[config.mk]
export PLATFORM = sky130hd
export DESIGN_NAME = seg7_scan_driver
export DESIGN_NICKNAME = d
export VERILOG_FILES = /design/src/rtl/seg7_pkg.sv /design/src/rtl/seg7_hex_decode.sv /design/src/rtl/seg7_scan_driver.sv
export SDC_FILE = /design/constraint.sdc
export NUM_CORES = 1
export LEC_CHECK = 0
export ABC_AREA = 1
export CORE_ASPECT_RATIO = 0.75
export CORE_MARGIN = 2
export CORE_UTILIZATION = 40
export CTS_CLUSTER_DIAMETER = 60
export DETAILED_ROUTE_END_ITERATION = 16
export GPL_ROUTABILITY_DRIVEN = 0
export PLACE_DENSITY_LB_ADDON = 0.15
export REMOVE_ABC_BUFFERS = 1
export SYNTH_ARGS = -nofsm -noshare
export SYNTH_HDL_FRONTEND = slang
export SYNTH_HIERARCHICAL = 1
export SYNTH_SLANG_ARGS = --single-unit
export TNS_END_PERCENT = 5
[constraint.sdc]
create_clock -name clk -period 1.9 [get_ports clk]
set_input_delay 0.19 -clock clk [delete_from_list [all_inputs] [get_ports clk]]
set_output_delay 0.19 -clock clk [all_outputs]
set_load 0.02 [all_outputs]
[src/rtl/seg7_pkg.sv]
// seg7_pkg: shared types and constants for the 7-segment scan driver.
//   scan_state_e : scan FSM states (OFF / BLANK / SHOW)
//   SEG_TABLE    : active-high segment patterns for hex 0..F (bit0=a .. bit6=g)
//   SEG_A..SEG_G, SEG_DP : bit positions inside the 8-bit segment bus
package seg7_pkg;

  typedef enum logic [1:0] {
    ST_OFF   = 2'd0,
    ST_BLANK = 2'd1,
    ST_SHOW  = 2'd2
  } scan_state_e;

  localparam int SEG_A  = 0;
  localparam int SEG_B  = 1;
  localparam int SEG_C  = 2;
  localparam int SEG_D  = 3;
  localparam int SEG_E  = 4;
  localparam int SEG_F  = 5;
  localparam int SEG_G  = 6;
  localparam int SEG_DP = 7;

  // Entry [n] is the pattern for hex digit n; listed F down to 0.
  localparam logic [15:0][6:0] SEG_TABLE = {
    7'h71, 7'h79, 7'h5E, 7'h39, 7'h7C, 7'h77, 7'h6F, 7'h7F,
    7'h07, 7'h7D, 7'h6D, 7'h66, 7'h4F, 7'h5B, 7'h06, 7'h3F
  };

endpackage

[src/rtl/seg7_hex_decode.sv]
// seg7_hex_decode: combinational hex nibble to active-high 7-segment pattern.
//   nib : hex value 0..F
//   seg : segments a..g (bit0=a), 1 = lit
module seg7_hex_decode
  import seg7_pkg::*;
(
  input  logic [3:0] nib,
  output logic [6:0] seg
);

  assign seg = SEG_TABLE[nib];

endmodule

[src/rtl/seg7_scan_driver.sv]
// seg7_scan_driver: multiplexed 7-segment display driver.
//   clk, rst_n   : clock / async active-low reset
//   en           : display enable, 0 blanks everything and restarts the scan
//   load         : capture digits_i / dp_i into the shadow register
//   digits_i     : one hex nibble per digit, digit 0 in [3:0]
//   dp_i         : decimal point per digit
//   seg_o        : segments a..g, dp in bit7 (polarity per ACTIVE_LOW_SEG)
//   an_o         : one-hot digit select (polarity per ACTIVE_LOW_AN)
//   digit_idx_o  : index of the digit currently driven
// Optional: define SEG7_LEADING_ZERO_BLANK_EN to blank leading zero digits.
module seg7_scan_driver
  import seg7_pkg::*;
#(
  parameter int NUM_DIGITS     = 4,
  parameter int SCAN_DIV       = 50000,
  parameter bit ACTIVE_LOW_SEG = 1'b1,
  parameter bit ACTIVE_LOW_AN  = 1'b1
) (
  input  logic                          clk,
  input  logic                          rst_n,
  input  logic                          en,
  input  logic                          load,
  input  logic [4*NUM_DIGITS-1:0]       digits_i,
  input  logic [NUM_DIGITS-1:0]         dp_i,
  output logic [7:0]                    seg_o,
  output logic [NUM_DIGITS-1:0]         an_o,
  output logic [$clog2(NUM_DIGITS)-1:0] digit_idx_o
);

  localparam int IW = $clog2(NUM_DIGITS);
  localparam int PW = $clog2(SCAN_DIV);
  localparam logic [7:0]            SEG_OFF = ACTIVE_LOW_SEG ? 8'hFF : 8'h00;
  localparam logic [NUM_DIGITS-1:0] AN_OFF  = ACTIVE_LOW_AN ? '1 : '0;

  logic [NUM_DIGITS-1:0][3:0] shadow;
  logic [NUM_DIGITS-1:0]      shadow_dp;
  scan_state_e                state;
  logic [IW-1:0]              idx;
  logic [PW-1:0]              presc;

  logic [3:0]            cur_nib;
  logic [6:0]            cur_seg;
  logic [7:0]            seg_act;
  logic [NUM_DIGITS-1:0] an_act;

  // Shadow register: the scan only ever reads this copy, so a partial
  // update on digits_i never shows up on the pins.
  always_ff @(posedge clk or negedge rst_n) begin
    if (!rst_n) begin
      shadow    <= '0;
      shadow_dp <= '0;
    end else if (load) begin
      shadow    <= digits_i;
      shadow_dp <= dp_i;
    end
  end

  assign cur_nib = shadow[idx];

  seg7_hex_decode u_dec (
    .nib (cur_nib),
    .seg (cur_seg)
  );

`ifdef SEG7_LEADING_ZERO_BLANK_EN
  // lz[i]: digit i and everything above it are zero and dp[i] is off.
  // Digit 0 never blanks, so a zero value still shows a single "0".
  logic [NUM_DIGITS-1:0] lz;
  logic                  hi_zero;
  always_comb begin
    lz      = '0;
    hi_zero = 1'b1;
    for (int i = NUM_DIGITS-1; i >= 1; i--) begin
      hi_zero = hi_zero & (shadow[i] == 4'h0);
      lz[i]   = hi_zero & ~shadow_dp[i];
    end
  end

  always_comb begin
    seg_act                = '0;
    seg_act[SEG_G:SEG_A]   = cur_seg;
    seg_act[SEG_DP]        = shadow_dp[idx];
    if (lz[idx]) seg_act   = '0;
  end
`else
  always_comb begin
    seg_act              = '0;
    seg_act[SEG_G:SEG_A] = cur_seg;
    seg_act[SEG_DP]      = shadow_dp[idx];
  end
`endif

  assign an_act = {{(NUM_DIGITS-1){1'b0}}, 1'b1} << idx;

  // Scan FSM with registered pins. The pins reflect the state held before
  // the edge, except that en=0 forces them inactive on the very next edge.
  always_ff @(posedge clk or negedge rst_n) begin
    if (!rst_n) begin
      state       <= ST_OFF;
      idx         <= '0;
      presc       <= '0;
      seg_o       <= SEG_OFF;
      an_o        <= AN_OFF;
      digit_idx_o <= '0;
    end else if (!en) begin
      state       <= ST_OFF;
      idx         <= '0;
      presc       <= '0;
      seg_o       <= SEG_OFF;
      an_o        <= AN_OFF;
      digit_idx_o <= '0;
    end else begin
      case (state)
        ST_OFF: begin
          state       <= ST_BLANK;
          seg_o       <= SEG_OFF;
          an_o        <= AN_OFF;
          digit_idx_o <= '0;
        end
        ST_BLANK: begin
          // Dead-time between digits; digit_idx_o keeps the last shown digit.
          state <= ST_SHOW;
          seg_o <= SEG_OFF;
          an_o  <= AN_OFF;
        end
        ST_SHOW: begin
          seg_o       <= seg_act ^ SEG_OFF;
          an_o        <= an_act ^ AN_OFF;
          digit_idx_o <= idx;
          if (presc == PW'(SCAN_DIV-1)) begin
            presc <= '0;
            idx   <= (idx == IW'(NUM_DIGITS-1)) ? '0 : idx + 1'b1;
            state <= ST_BLANK;
          end else begin
            presc <= presc + 1'b1;
          end
        end
        default: begin
          state       <= ST_OFF;
          seg_o       <= SEG_OFF;
          an_o        <= AN_OFF;
          digit_idx_o <= '0;
        end
      endcase
    end
  end

endmodule

* After elaboration in Yosys (flattened, before gate mapping)
Memories as Yosys holds them, arrays and structs flattened. Index checks and enable logic that the tools add are counted.
Word-level totals: bits in registers 54, ROM bits 112, input port bits 24, output and inout port bits 14, word-level logic and storage cells 50, memories kept 1
Cells by class: add/subtract/negate cells 2, order comparisons 2, equal/unequal tests 8, shifts and indexed selects 1, multiplexer cells 21, bitwise operators 2, reduce and logical (&&, ||, !) cells 2
Memory list:
- (name not given) | words 16, width 7, rd ports 1, clocked after memory_dff 0, wr ports 0, line seg7_hex_decode.sv:11 | assign seg = SEG_TABLE[nib];
Operators by type and width (count):
- 16-bit 2-to-1 mux | 3
- 16-bit by 1-bit adder with 16-bit output (second input constant) | 1
- 16-bit equality test (second input constant) | 1
- 8-bit 2-to-1 mux | 2
- 2-bit 2-to-1 mux | 7
- 4-bit 2-to-1 mux | 3
- 4-bit binary-select mux with 2-bit select | 1
- 8-bit NOT | 1
- 7-bit 2-to-1 mux | 1
- 2-bit one-hot mux with 3 select lines | 1
- 4-bit by 5-bit < comparator with 1-bit output (second input constant) | 1
- 2-bit equality test (second input constant) | 2
- 2-bit by 1-bit inequality test with 1-bit output (second input constant) | 2
- 4-bit NOT | 1
- 2-bit one-hot mux with 2 select lines | 1
- 1-bit by 2-bit << shifter with 4-bit output (first input constant) | 1
- 2-bit by 3-bit < comparator with 1-bit output (second input constant) | 1
- 3-bit inequality test (second input constant) | 1
- 2-bit by 1-bit adder with 2-bit output (second input constant) | 1
- 1-bit binary-select mux with 2-bit select | 1
- 2-bit by 1-bit equality test with 1-bit output (second input constant) | 1
- 2-bit zero test | 1
- 2-bit inequality test (second input constant) | 1
- 2-bit AND reduction | 1
- 1-bit 2-to-1 mux | 1

* Logic depth before layout (Yosys ltp)
word-level depth 7, depth in mapped cells 13, mapped depth without buffers 12

* Modules after synthesis
Netlist, hierarchy kept.
Modules (own cells, without submodules):
- seg7_scan_driver | instances 1, cells an instance 304, area each 2672.6 um^2, seq. area each 1366.3 um^2
- seg7_hex_decode | instances 1, cells an instance 52, area each 270.3 um^2, seq. area each 0.0 um^2

* Worst setup path after synthesis
Ideal clock, no wire load.
path kind register -> register, start register idx[0], end register seg_o[3], setup time 81 ps, data arrival time 1904 ps, required time 1819 ps, path slack -85 ps, stages on the path, launching flop included 13, path buffers 2, period minus slack after synthesis 1985 ps, path through dfrtp_1 buf_2 inv_1 buf_2 a21oi_1 a21oi_1 inv_1 ha_1 nand2_1 o21ai_0 nand2_1 nand2_1 nand2_1
Between the ends: cells in the longest elaborated chain, start to end 7
Ends and longest elaborated chain:
- start: declaration | line seg7_scan_driver.sv:38 | logic [IW-1:0] idx;
- start signal: assignment | line seg7_scan_driver.sv:132 | idx <= (idx == IW'(NUM_DIGITS-1)) ? '0 : idx + 1'b1;
- 4-bit binary-select mux with 2-bit select | line seg7_scan_driver.sv:58 | assign cur_nib = shadow[idx];
- 4-bit 2-to-1 mux (not written as such) | line seg7_scan_driver.sv:58
- named net cur_nib[1] | line seg7_scan_driver.sv:41 | logic [3:0] cur_nib;
- memory 16 x 7 bit
- 7-bit 2-to-1 mux (not written as such) | line seg7_hex_decode.sv:11
- named net cur_seg[3] | line seg7_scan_driver.sv:42 | logic [6:0] cur_seg;
- 8-bit NOT (no source line)
- 8-bit 2-to-1 mux | line seg7_scan_driver.sv:113 | case (state)
- 8-bit 2-to-1 mux | line seg7_scan_driver.sv:105 | end else if (!en) begin
- end signal: assignment | line seg7_scan_driver.sv:127 | seg_o <= seg_act ^ SEG_OFF;
- end: declaration | line seg7_scan_driver.sv:25 | output logic [7:0] seg_o,
The timed path passes the listed nets, and every way through them passes these cells. The select of a mux whose other input is x is not followed. A chain may end at the register's enable or synchronous reset.

* Worst setup path after layout
Ends and elaborated chain as after synthesis.

==> summary.md <==
| Metric | Value |
|---|---|
| Status | completed |
| Worst min path class | in2async |
| IO buf count | 37 |
| Std-Cell Rows | 27 |
| DRC viols | 0 |
| Setup TNS | 0 ns |
| Worst Skew | 0.00782 ns |
| P&R area growth vs syn | 22.2% |
| Pin count of the biggest net entering global routing | 34 |
| Crit-path most repeated cell | nand2_1 |
| Placed Instances | 497 |
| Share of layout cells above drive strength 1 | 18.5% |
| Die height | 78.3 um |
| Total gr overflow | 0 |
| CTS HTree Levels | 2 |
| # Max-Cap Violations | 0 |
| Nets@finish | 440 |
| Layout Cells excl Fill | 506 |
| # diodes | 0 |
| Slowest stage delay, CP | 0.38 ns |
| Pre-antenna DRT Iters | 4 |
| Critical path required time | 2.16 ns |
| Crit path DAT | 1.91 ns |
| Synth Register Bits | 54 |
| Count of different cell masters after synthesis | 28 |
| Setup CP Type | reg2reg |
| Post-layout util | 49.8% |
| Final setup violation count | 0 |
| Final Hold Vio Count | 0 |
| Tcrit/Tclk final | 87.1% |
| Clock buffer depth | 2 |
| First-pass GRT wire length | 10,600 um |
| CTS tree | built |
| Leading area contributor after synthesis | dfrtp_1 |
| Setup crit end kind | flop |
| Top delay family on crit path | flip-flops |
| CP cell instances | buf_4, a21oi_1, a21oi_1, inv_1, ha_1, nand2_1, o21ai_0, nand2_1, nand2_1, nand2_1 |
| Sink Count | 54 |
| P_leak | 1.60 nW |
| Worst-skew pair later-pin latency | 0.31 ns |
| Total area of sequential cells | 0.00137 sq mm |
| RSZ-0062 raised after global routing | no |
| Period minus WS final | 1.65 ns |
| Syn. warnings | 6 |
| Number of flops mapped to enable cells by yosys | 0 |
| Avg Vias per Cell | 4.63 |
| Post-Syn Area per Cell | 8.27 sq um |
| Antenna-violating nets left | 0 |
| Die ar. | 0.00807 sq mm |
| Initial DRC count | 81 |
| Fmax | 604 MHz |
| Root buffer cell | clkbuf_8 |
| Worst-path clk slew | 0.11 ns |
| Top cell type's share of synthesized area | 35.7% |
| Dpl ws | 0.189 ns |
| Postcts setup bufs | 0 |
| P per Cell Area | 790 mW/mm^2 |
| Via count | 2,345 |
| Fillers | 728 |
| Post-synth ARST share | 100% |
| Routed len/inst | 11.9 um |
| # IOs | 38 |
| Worst slew pin tran | 0.519 ns |
| Sequential share of the synthesized area | 46.4% |
| Mapped Cells | 356 |
| Worst vdd ir | 0.364 mV |
| Max_slew headroom | 65.4% |
| Main synth FF type | dfrtp_1 |
| Initial antenna violation count | 0 |
| Global-route usage over all layers | 16.8% |
| DP Wirelength | 4600 um |
| Synthesized area | 0.00294 sq mm |
| CP startpoint kind | flop |
| Core box area | 0.00723 sq mm |
| Die X | 103 um |
| CP max-delay cell | dfrtp_1 |
| Synth top area cells | dfrtp_1, nand2_1, dfstp_2 |
| Final WL | 6050 um |
| Vias in the first global route | 2,253 |
| Post-route setup slack | 0.246 ns |
| Crit-path max FO | 10 |
| Slew Limit Fails | 0 |
| Num CTS Buffers | 5 |
| CP bufs+invs | 2 |
| Area taken by multi-input logic gates | 0.00138 sq mm |
| Initial Util | 40.7% |
==> synthesized netlist by cell type (3+ instances only) <==
master     n
dfrtp_1   42
nand3_1   13
o21ai_2    7
ha_1      12
xor2_1     6
nor2_1    25
o21ai_0   18
inv_1     33
nand2_1  120
a21oi_1   14
buf_2      7
nand2_2    3
inv_2      3
dfstp_2   12
mux2_2    14
nand4_1    5
nor2_2     5
==> repair_timing <==
action	in CTS	in global routing
endpoints found under the hold margin	16	0
hold buffers	1	0
endpoints found under the setup margin	0	7
gates resized for setup	0	4
==> cells by family after synthesis <==
kind of cell / share of synthesized area (%)
simple gates: 24.9
flops: 46.4
buf+inv: 6.68
compound gates: 9.14
mux: 5.36
fa+ha+maj: 5.10
xor+xnor: 2.38
==> routing by layer <==
layer	track usage [%]	part of all wire, %	vias to the layer above	wire length (um)
met1	26.1	54	1074	3250
met3	3.21	4.3	5	261
li1	-	-	1221	-
met5	0	0	-	0
met2	24.1	41	45	2490
met4	3.68	0.69	0	42
==> registers in the layout, indices dropped and copies added, names as in the netlist <==
name and cells:
shadow_dp 4, seg_o 8, idx 2, digit_idx_o 2, shadow 16, presc 16, an_o 4, state 2
==> final cells by class <==
cell class | count | share of cell area (%)
multi-input combinational | 255 | 38.5
sequential | 54 | 38.0
timing repair buffer | 52 | 13.7
inverter | 36 | 3.76
tap | 101 | 3.51
clock buffer | 5 | 1.91
clock inverter | 3 | 0.661
==> placed cells by master (no fill, tap or decap), types with 3 or more instances in the layout <==
master,instances
o21ai_1,3
nor2_1,25
inv_1,31
nand4_1,5
nor2_2,5
clkdlybuf4s50_1,36
inv_2,5
nand2_1,120
clkbuf_8,5
mux2_2,14
nand2_2,3
buf_4,13
ha_1,12
a21oi_1,13
xor2_1,6
o21ai_0,17
dfstp_2,12
o21ai_2,7
dfrtp_1,42
nand3_1,13
==> through the flow <==
stage	total power [W]	cell area (sq um)	hold WS, ns
finish	0.00284	3600	0.384
global route	0.00307	3600	0.411
CTS	0.00286	3590	0.412
detailed placement	0.00218	3490	0.197
global placement	0.00218	3490	0.189
floorplan	0.00183	2880	-0.106
==> worst paths after layout <==
path,from,to,slack [ns],cells past startpoint
setup / recovery,idx[0]$_DFFE_PN0P_,seg_o[3]$_DFF_PN1_,0.25,10
hold / removal,rst_n,shadow[3]$_DFFE_PN0P_,0.38,2
setup reg to reg,idx[0]$_DFFE_PN0P_,seg_o[3]$_DFF_PN1_,0.25,10
hold reg to reg,state[0]$_DFFE_PN0P_,state[0]$_DFFE_PN0P_,0.49,1
max in group asynchronous,rst_n,an_o[0]$_DFF_PN1_,0.89,3
min in group clk,digits_i[6],shadow[6]$_DFFE_PN0P_,0.43,3
==> report_power, final <==
group / internal, W / total [W] / switching, W
logic: 0.000379 / 0.000898 / 0.000519
registers: 0.00123 / 0.00127 / 0.0000377
clock network: 0.000265 / 0.000671 / 0.000407
total: 0.00188 / 0.00284 / 0.000963
(Power assumes the default switching activity.)
==> RTL edit 1, RTL diff (config.mk and constraints unchanged) <==
`ACTIVE_LOW_SEG`: 1'b1 -> 1'b0.
--- a/src/rtl/seg7_scan_driver.sv
+++ b/src/rtl/seg7_scan_driver.sv
@@ -13,7 +13,7 @@
 #(
   parameter int NUM_DIGITS     = 4,
   parameter int SCAN_DIV       = 50000,
-  parameter bit ACTIVE_LOW_SEG = 1'b1,
+  parameter bit ACTIVE_LOW_SEG = 1'b0,
   parameter bit ACTIVE_LOW_AN  = 1'b1
 ) (
   input  logic                          clk,
Check against the original RTL: not equivalent (a bounded check fails within 4 cycles, from zero or initial values and one cycle with rst_n low).
==> RTL edit 1 against the unedited design <==
Area after synthesis grew 1.8%. Sequential share of layout area shrank 0.95 points. Setup slack lost 0.057 ns. Synthesized cell count grew 1.7%. Design area grew 1.9%. Global-route usage shrank 0.52 points. Fmax shrank 3.3%. Wire length grew 4.0%. Sequential cell count is the same. Core utilization grew 0.48 points. Combinational power grew 7.1%. Clock power grew 2%. Total power grew 2.7%. Critical path type unchanged. Critical endpoint is now seg_o[3]$_DFF_PN0_.
==> RTL edit 1: results <==
set metrics [dict create \
    synth_compound_area_share_pct 9.81 \
    drt_pre_antenna_iters 4 \
    clockRootBuffer "clkbuf_8" \
    layout.nets 450 \
    grt_pass1_vias 2263 \
    finalClockSkew_ns 0.00897 \
    arrival_ns 1.96 \
    tightest_slew_ns 0.612 \
    synth_warnings 6 \
    path_max_fanout 6 \
    drtIter0Drc 124 \
    n_fill_cell 735 \
    wl_per_cell_microns 12.2 \
    synth_cells 362 \
    dpl.cell_count 503 \
    htree_num_levels 2 \
    numPortBuffers 37 \
    viasPerCell 4.62 \
    grt_pass1_wl_mm 10.7 \
    routed_wl_mm 6.29 \
    vdd_drop_max_mv 0.525 \
    numCtsBuffers 5 \
    cellLeakagePower_nw 1.70 \
    netlist-cell-type-count 30 \
    antenna_cells 0 \
    grt_max_degree 27 \
    yosys-top-cells-area "dfrtp_1 (42%), nand2_1 (14%), mux2_2 (5.3%)" \
    dp_hpwl_mm 4.68 \
    clk_pin_slew_ns 0.11 \
    grt_usage_pct 16.3 \
    placed_area_sq_mm 0.00352 \
    drive_above_1_share_pct 18.8 \
    ys_async_sr_fraction_pct 100 \
    status "finished, final reports clean" \
    ys_top_cells_by_count "nand2_1 (108), dfrtp_1 (50), inv_1 (39)" \
    synthXorXnorAreaFrac_pct 2.34 \
    yosys-mux-area-fraction_pct 5.26 \
    p_int_mw 1.91 \
    yosys.area_share.adder_pct 5.01 \
    antenna_found_initial 0 \
    seq_area_frac_synth_pct 45.3 \
]
RTL edit 1: changes by cell type after synthesis, sizes merged:
cell | before | now
dfstp | 12 | 4
a21oi | 14 | 15
inv | 36 | 43
dfrtp | 42 | 50
nor2 | 30 | 36
nand2 | 123 | 114
o21ai | 27 | 28
RTL edit 1: metrics by stage:
stage	worst slack [ns]	power, mW	setup TNS (ns)
3_5_place_dp	0.153	2.20	0
6_report	0.188	2.92	0
4_1_cts	0.126	2.91	0
5_1_grt	0.00456	3.15	0
3_3_place_gp	0.189	2.20	0
2_1_floorplan	-0.178	1.86	-0.496
RTL edit 1: per-layer routing:
metal	track usage (%)	vias to the layer above	share of wire [%]
li1	-	1248	-
met4	2.84	0	0.27
met3	3.45	2	4.6
met1	24.4	1093	55
met5	0	-	0
met2	24.5	41	40
RTL edit 1: final timing paths:
check	start	to	slack (ns)	cells after the start
hold reg to reg	shadow_dp[3]$_DFFE_PN0P_	shadow_dp[3]$_DFFE_PN0P_	0.51	1
min in group clk	digits_i[5]	shadow[5]$_DFFE_PN0P_	0.44	3
hold / removal	rst_n	presc[13]$_DFFE_PN0N_	0.42	2
setup / recovery	idx[0]$_DFFE_PN0P_	seg_o[3]$_DFF_PN0_	0.19	12
max in group asynchronous	rst_n	state[0]$_DFFE_PN0P_	0.78	3
setup reg to reg	idx[0]$_DFFE_PN0P_	seg_o[3]$_DFF_PN0_	0.19	12
RTL edit 1: kinds of logic (layout without fill, tap and decap cells):
logic type / after synthesis / after routing
compound gates: 47 / 47
xor+xnor: 8 / 8
fa+ha+maj: 12 / 12
buf+inv: 54 / 107
flops: 54 / 54
mux: 14 / 14
simple gates: 173 / 173
RTL edit 1: layout make-up:
cell class	count	area, sq um	area share (%)
well taps	101	126	3.45
clock inverters	3	28.8	0.785
flip-flops and latches	54	1360	37.0
multi-input cells	254	1410	38.5
inverters	43	164	4.47
clock buffers	5	68.8	1.88
repair buffers	56	510	13.9
RTL edit 1: what timing repair did:
item | 4_1_cts | 5_1_grt
buffers inserted | 0 | 4
hold buffers | 1 | 0
hold endpoints to repair | 19 | 0
gates resized for setup | 0 | 6
setup endpoints to repair | 0 | 7
RTL edit 1: critical path, stage by stage (launching register included):
cell     delay, ns
dfrtp_1       0.40
inv_2         0.10
buf_4         0.13
a21oi_1       0.05
a21oi_1       0.17
inv_1         0.13
ha_1          0.29
nand2_1       0.06
o21ai_1       0.08
nand2_1       0.06
nand2_1       0.06
inv_1         0.03
nor2_1        0.08
RTL edit 1: power by group through the flow:
stage	registers [mW]	clock network, mW	logic, mW
4_1_cts	1.27	0.718	0.921
5_1_grt	1.28	0.760	1.11
6_report	1.27	0.686	0.962
3_5_place_dp	1.29	0	0.910
2_1_floorplan	1.31	0	0.555
3_3_place_gp	1.29	0	0.911
==> RTL edit 2, RTL diff (same settings) <==
Made on the original files. Add an input register stage for `en`, `load`, `digits_i` and `dp_i`, with the module's reset; this delays them by one clock.
--- a/src/rtl/seg7_scan_driver.sv
+++ b/src/rtl/seg7_scan_driver.sv
@@ -32,6 +32,25 @@
   localparam logic [7:0]            SEG_OFF = ACTIVE_LOW_SEG ? 8'hFF : 8'h00;
   localparam logic [NUM_DIGITS-1:0] AN_OFF  = ACTIVE_LOW_AN ? '1 : '0;
 
+  logic en_q;
+  logic load_q;
+  logic [4*NUM_DIGITS-1:0] digits_q;
+  logic [NUM_DIGITS-1:0] dp_q;
+
+  always_ff @(posedge clk or negedge rst_n) begin
+    if (!rst_n) begin
+      en_q     <= '0;
+      load_q   <= '0;
+      digits_q <= '0;
+      dp_q     <= '0;
+    end else begin
+      en_q     <= en;
+      load_q   <= load;
+      digits_q <= digits_i;
+      dp_q     <= dp_i;
+    end
+  end
+
   logic [NUM_DIGITS-1:0][3:0] shadow;
   logic [NUM_DIGITS-1:0]      shadow_dp;
   scan_state_e                state;
@@ -49,9 +68,9 @@
     if (!rst_n) begin
       shadow    <= '0;
       shadow_dp <= '0;
-    end else if (load) begin
-      shadow    <= digits_i;
-      shadow_dp <= dp_i;
+    end else if (load_q) begin
+      shadow    <= digits_q;
+      shadow_dp <= dp_q;
     end
   end
 
@@ -102,7 +121,7 @@
       seg_o       <= SEG_OFF;
       an_o        <= AN_OFF;
       digit_idx_o <= '0;
-    end else if (!en) begin
+    end else if (!en_q) begin
       state       <= ST_OFF;
       idx         <= '0;
       presc       <= '0;
Check against the original RTL: not equivalent (Yosys sat finds a counterexample within 4 cycles, from zero or initial values and one cycle with rst_n low).
==> RTL edit 2 against the unedited design <==
Synthesized cell count up 2.0%. Area after synthesis up 16%. Final cell count rose by 4.0%. Design area rose by 18%. Sequential cell count up 22. Wire length grew 8.8%. Setup slack got worse by 0.0029 ns.
Power is not compared: it rests on default switching activity, and its combinational part moved more than twofold at a synthesized area within 25%.
==> RTL edit 2: results <==
set metrics [dict create \
    seq_area_frac_synth_pct 56.0 \
    finalClockSkew_ns 0.00618 \
    drtIter0Drc 157 \
    arrival_ns 1.94 \
    status "finished, final reports clean" \
    yosys-top-cells-area "dfrtp_1 (47%), nand2_1 (12%), dfstp_2 (9.2%)" \
    r2r_cells 11 \
    path_max_fanout 7 \
    post-place-ws_ns 0.242 \
    dieArea_sq_mm 0.00931 \
    post-route-util_pct 50.8 \
    met3_usage_pct 4.79 \
    dpl.cell_count 509 \
    slowest_delay_ns 0.34 \
    clockRootBuffer "clkbuf_16" \
    htree_num_levels 3 \
    viasPerCell 4.65 \
    period_share_pct 87.2 \
    clk_share_pct 6.79 \
    grt_usage_pct 15.9 \
    wl_per_cell_microns 12.5 \
    multi_input_gates 243 \
    netlist-cell-type-count 30 \
    hold_path_class "in2reg" \
    ys_top_cells_by_count "nand2_1 (112), dfrtp_1 (64), inv_1 (32)" \
    routed_wl_mm 6.58 \
    clk_pin_slew_ns 0.06 \
    layout.nonclk_buf_share_pct 10.9 \
    drive_above_1_share_pct 16.3 \
    clock_latency_ns 0.34 \
]
-- RTL edit 2: changes by cell type after synthesis, sizes merged, moves of 3 or more --
cell / delta
nand3: +6
nand2: -9
dfrtp: +22
xor2: -3
-- RTL edit 2: cells by family after synthesis --
| logic type | after synthesis | synth area share, % |
|---|---|---|
| xor gates and xnor gates | 5 | 1.28 |
| AOI/OAI and AO/OA | 45 | 7.32 |
| DFF | 76 | 56.0 |
| muxes | 14 | 4.61 |
| buffers and inverters | 44 | 5.34 |
| adders and majority gates | 12 | 4.39 |
| and+or+nand+nor | 167 | 21.0 |
-- RTL edit 2: worst max-delay path: cells and delay by family (launching register included) --
| family | cells | cell delay, ns |
|---|---|---|
| buf+inv | 2 | 0.22 |
| fa+ha+maj | 1 | 0.31 |
| compound gates | 4 | 0.50 |
| simple gates | 4 | 0.24 |
| flops | 1 | 0.34 |
